$ cat config.mk
export PLATFORM = sky130hd
export DESIGN_NAME = mux_scan_nto1
export DESIGN_NICKNAME = d
export VERILOG_FILES = /design/src/rtl/mux_scan_nto1.sv
export SDC_FILE = /design/constraint.sdc
export NUM_CORES = 1
export LEC_CHECK = 0
export ABC_AREA = 1
export CORE_MARGIN = 3
export CORE_UTILIZATION = 37
export DETAILED_ROUTE_END_ITERATION = 10
export PLACE_DENSITY = 0.74
export SYNTH_ARGS = -nofsm -noshare
export SYNTH_HDL_FRONTEND = slang
export SYNTH_SLANG_ARGS = --single-unit
export TNS_END_PERCENT = 10
$ cat constraint.sdc
create_clock -name clk -period 1.4 [get_ports clk]
set_input_delay 0.21 -clock clk [delete_from_list [all_inputs] [get_ports clk]]
set_output_delay 0.21 -clock clk [all_outputs]
set_load 0.02 [all_outputs]
$ cat src/rtl/mux_scan_nto1.sv
// Registered N-to-1 channel mux with manual select and auto-scan.
// Manual mode follows sel with one cycle of latency. Auto mode steps
// through the channels, staying DWELL cycles on each, with a wrap pulse
// on the step from the last channel back to channel 0.

// One channel lane: passes its data only when its select line is high,
// so the mux is an OR over all lanes.
module mux_scan_lane #(
    parameter int WIDTH = 4
) (
    input  logic [WIDTH-1:0] din,
    input  logic             en,
    output logic [WIDTH-1:0] dout
);
    assign dout = din & {WIDTH{en}};
endmodule

module mux_scan_nto1 #(
    parameter int WIDTH    = 4,
    parameter int CHANNELS = 4,
    parameter int DWELL    = 8,
    parameter int SEL_W    = $clog2(CHANNELS)
) (
    input  logic                      clk,
    input  logic                      reset_n,
    input  logic [CHANNELS*WIDTH-1:0] in,
    input  logic                      mode,
    input  logic [SEL_W-1:0]          sel,
    input  logic                      hold,
    output logic [WIDTH-1:0]          out,
    output logic [SEL_W-1:0]          out_ch,
    output logic                      out_valid,
    output logic                      wrap
);
    // Dwell counter needs at least one bit even when DWELL is 1.
    localparam int DW = (DWELL > 1) ? $clog2(DWELL) : 1;

    localparam logic [SEL_W:0]   CH_LIM  = (SEL_W+1)'(CHANNELS);
    localparam logic [SEL_W-1:0] CH_LAST = SEL_W'(CHANNELS - 1);
    localparam logic [DW-1:0]    DW_MAX  = DW'(DWELL - 1);

    typedef enum logic {
        MANUAL = 1'b0,
        AUTO   = 1'b1
    } state_t;

    typedef struct packed {
        logic [WIDTH-1:0] data;
        logic [SEL_W-1:0] ch;
        logic             vld;
        logic             wrap;
    } rsp_t;

    state_t           state_q, state_d;
    logic [SEL_W-1:0] chan_q, chan_d;
    logic [DW-1:0]    dwell_q, dwell_d;
    logic             vld_d;
    logic             wrap_d;
    logic             sel_ok;
    rsp_t             rsp_q, rsp_d;

    logic [CHANNELS-1:0][WIDTH-1:0] in_arr;
    logic [CHANNELS-1:0][WIDTH-1:0] lane_out;
    logic [CHANNELS-1:0]            lane_en;
    logic [WIDTH-1:0]               mux_data;

    assign in_arr = in;
    assign sel_ok = ({1'b0, sel} < CH_LIM);

    // Mode is sampled every edge; a mode change wins over hold and dwell expiry.
    always_comb begin
        state_d = mode ? AUTO : MANUAL;
        chan_d  = chan_q;
        dwell_d = dwell_q;
        vld_d   = 1'b1;
        wrap_d  = 1'b0;
        if (!mode) begin
            // Manual, including the edge that leaves auto: any pending wrap is dropped.
            chan_d  = sel;
            dwell_d = '0;
            vld_d   = sel_ok;
        end else if (state_q == MANUAL) begin
            // Entering auto: start from sel when it names a real channel.
            chan_d  = sel_ok ? sel : '0;
            dwell_d = '0;
        end else if (!hold) begin
            if (dwell_q == DW_MAX) begin
                dwell_d = '0;
                if (chan_q == CH_LAST) begin
                    chan_d = '0;
                    wrap_d = 1'b1;
                end else begin
                    chan_d = chan_q + SEL_W'(1);
                end
            end else begin
                dwell_d = dwell_q + DW'(1);
            end
        end
    end

    // Output reflects the channel being entered on this edge, so every
    // channel is shown for exactly DWELL cycles per pass.
    genvar k;
    generate
        for (k = 0; k < CHANNELS; k++) begin : g_lane
            assign lane_en[k] = vld_d && (chan_d == SEL_W'(k));
            mux_scan_lane #(.WIDTH(WIDTH)) u_lane (
                .din  (in_arr[k]),
                .en   (lane_en[k]),
                .dout (lane_out[k])
            );
        end
    endgenerate

    // OR-combine the gated lanes; at most one is enabled.
    always_comb begin
        mux_data = '0;
        for (int i = 0; i < CHANNELS; i++) begin
            mux_data = mux_data | lane_out[i];
        end
    end

    // Assemble the next registered response.
    always_comb begin
        rsp_d      = '0;
        rsp_d.data = mux_data;
        rsp_d.ch   = chan_d;
        rsp_d.vld  = vld_d;
        rsp_d.wrap = wrap_d;
    end

    // State, scan position and output registers; reset clears all immediately.
    always_ff @(posedge clk or negedge reset_n) begin
        if (!reset_n) begin
            state_q <= MANUAL;
            chan_q  <= '0;
            dwell_q <= '0;
            rsp_q   <= '0;
        end else begin
            state_q <= state_d;
            chan_q  <= chan_d;
            dwell_q <= dwell_d;
            rsp_q   <= rsp_d;
        end
    end

    assign out       = rsp_q.data;
    assign out_ch    = rsp_q.ch;
    assign out_valid = rsp_q.vld;
    assign wrap      = rsp_q.wrap;
endmodule

==> summary.txt <==
Run status
  • Failing checks: setup timing
  • Run status: complete, but fails checks

Clock network
  • Clock sink count: 12
  • H-tree depth: 1
  • Maximum buffer depth of the clock tree: 2
  • Hold Buf Count CTS: 0
  • Num CTS Buffers: 3
  • TritonCTS clock tree: done
  • Clock-pin transition on the worst setup and hold timing paths: 0.08 ns
  • Root Buffer: clkbuf_4
  • Clock Latency Late Sink: about 0.27 ns

Global route
  • Antenna violations before repair: 0
  • Overflow after GRT: 0
  • Number of global-route vias before repair: just over 700
  • First-pass GRT wire length: 2760 µm
  • Total global-route track usage: 14.3%
  • Largest net degree at the start of global routing: 13

Final layout
  • Synth-to-layout area growth: 60.6%
  • Share of cells above drive strength 1: 23.1%
  • Final Util: 65.3%
  • N_diodes: 0
  • Final Non-Filler Cells: 155
  • Fin nets: 156

Place
  • Placed insts: ~150
  • Detail Placement HPWL: around 1400 µm
  • Global placer's final weighted congestion: 0.847
  • PortBufs: 29
  • Place WS: -0.211 ns

Synthesis
  • Syn_area_per_cell: roughly 8 µm²
  • Synthesized instance count: between 80 and 90
  • Yosys warns: 0
  • Yosys reg bits: 12
  • Syn_nets: about 110
  • Seq/Total Area, Yosys: 41.5%
  • Synth cell types: 20
  • Cell area after synthesis: 724 µm²

Timing
  • RSZ-0062 raised after global routing: yes
  • Fin crit period: around 1.5 ns
  • Final Worst Setup Slack: -0.111 ns
  • Fin crit share: 108%
  • Final Slew Violations: 0
  • Final setup viols: 4
  • Final Hold Viols: 0
  • Max Freq: approximately 660 MHz
  • Clk_skew: roughly 0.0043 ns

Floorplan
  • Die height: about 50 µm
  • Die ar.: approximately 0.0025 mm²
  • Die width: between 50 and 60 µm
  • Site row count: 15
  • Area of the core: 0.00178 mm²
  • I/O pin cnt: 30
  • Initial core utilization: 40.6%

Setup path
  • Cells on worst reg2reg path: 12
  • Worst Path Class, Setup: reg -> reg
  • FF-to-FF Start: dwell_q[0]
  • Critical path arrival: about 1.7 ns
  • Crit Path Max Fanout: 10
  • CP Capture Type: flop
  • Critical R2R Capture: out[3]
  • Worst Path Required: around 1.6 ns
  • Critical Path Source Type: flop
  • R2R setup slack: -0.11 ns

Pwr
  • Max IR drop VDD: around 0.37 mV
  • LEAKAGE: between 0.5 and 0.6 nW
  • Power per cell area: ~800 mW/mm²
  • Total Power: around 930 µW

Routing
  • Post-DRT Antenna Nets: 0
  • Drt wl/cell: approximately 10 µm
  • DRC: 0
  • Initial DRC count: 5
  • Via count: between 700 and 800
  • Via density: around 4.6
  • 1st-pass router iterations: 3
  • Post-Route WL: 1550 µm

Hold path
  • HP Class: in -> async

Job
  • Max-cap viol count: 0
## layout make-up
type | count | area (µm²)
fill | 158 | 619
multi-input combinational | 61 | 390
timing repair buffer | 38 | 348
sequential | 12 | 302
inverter | 15 | 56.3
clock buffer | 4 | 36.3
tap | 25 | 31.3
## what timing repair did
action                                 CTS  global route
setup endpoints to repair               12             4
buffers inserted                         0             0
endpoints found under the hold margin    0             0
resized for setup                        9             0
pin swaps                                5             1
## stage by stage
stage / area [µm²] / hold slack, ns / setup TNS (ns)
floorplan: 743 / -0.0856 / -0.0455
global placement: 1130 / 0.526 / -0.700
detailed placement: 1130 / 0.532 / -0.822
CTS: 1160 / 0.235 / -0.481
finish: 1160 / 0.235 / -0.419
global route: 1160 / 0.248 / -0.922
## registers in the layout (all words and copies together) (netlist names)
| name | flops |
|---|---|
| out | 4 |
| dwell_q | 3 |
| out_ch | 2 |
| out_valid | 1 |
| state_q | 1 |
| wrap | 1 |
## power by group
group          internal, mW  switching, mW
combinational         0.133          0.142
sequential            0.373        0.00802
clock                 0.158          0.115
total                 0.664          0.266
## worst max-delay path by stage
stage | from | endpoint | slack (ns)
detailed placement | mode | out[1] | -0.21
finish | dwell_q[0] | out[3] | -0.11
global route | dwell_q[0] | out[2] | -0.24
global placement | mode | out[3] | -0.19
CTS | dwell_q[0] | out[1] | -0.12
floorplan | dwell_q[0] | out[0] | -0.01
## layer usage
layer / GRT usage [%] / share of wire, % / up-vias / wire (µm)
met5: 0 / 0 / - / 0
met4: 4.15 / 0.65 / 0 / 10
met3: 5.04 / 8.1 / 2 / 126
met2: 25.9 / 52 / 27 / 806
met1: 15.4 / 39 / 316 / 607
li1: - / - / 361 / -
## cells in the mapped netlist
cell / count / area share (%)
nand3_1: 10 / 6.9
or2_1: 1 / 0.86
nand3_2: 1 / 1.4
dfrtp_1: 12 / 41
a21oi_1: 2 / 1.4
nand2_1: 26 / 13
nand3_4: 1 / 2.4
inv_2: 2 / 1.0
conb_1: 1 / 0.52
inv_1: 9 / 4.7
nor2_1: 1 / 0.52
nand2_4: 2 / 3.1
nor3_1: 2 / 1.4
nand2_2: 4 / 3.5
nand2_8: 1 / 2.8
nand4_1: 4 / 3.5
ha_1: 3 / 5.2
xor2_1: 1 / 1.2
clkinv_1: 4 / 2.1
nor2_8: 1 / 2.8
## critical path, cell delays in order (launching register included)
cell,delay (ns)
dfrtp_1,0.38
ha_2,0.20
ha_4,0.17
inv_2,0.06
nor2_4,0.04
nand2_2,0.08
nand3_4,0.12
nand2_8,0.13
nor2_8,0.04
nand2_1,0.05
nand2_1,0.04
inv_1,0.05
nand2_1,0.05
## cell families (layout without fill, tap and decap cells)
logic type | after synthesis | in the layout | synth area share (%)
and+or+nand+nor | 54 | 54 | 42.5
buffers and inverters | 15 | 57 | 7.77
DFF | 12 | 12 | 41.5
adders and majority gates | 3 | 3 | 5.18
AOI/OAI and AO/OA | 2 | 2 | 1.38
other | 1 | 1 | 0.518
xor gates and xnor gates | 1 | 1 | 1.21
## layout by cell type, fill, tap and decap left out, types with 2 or more instances in the layout
cell type | synthesis | routed
nor3_1 | 2 | 2
clkbuf_4 | 0 | 3
nand2_4 | 2 | 2
a21oi_1 | 2 | 2
clkinv_1 | 4 | 4
inv_1 | 9 | 8
buf_4 | 0 | 9
nand4_1 | 4 | 4
clkdlybuf4s50_1 | 0 | 21
nand2_2 | 4 | 4
dfrtp_1 | 12 | 11
dlygate4sd2_1 | 0 | 8
nand3_1 | 10 | 10
nand2_1 | 26 | 26
inv_2 | 2 | 3
No activity file was read; power rests on OpenSTA's default activity.
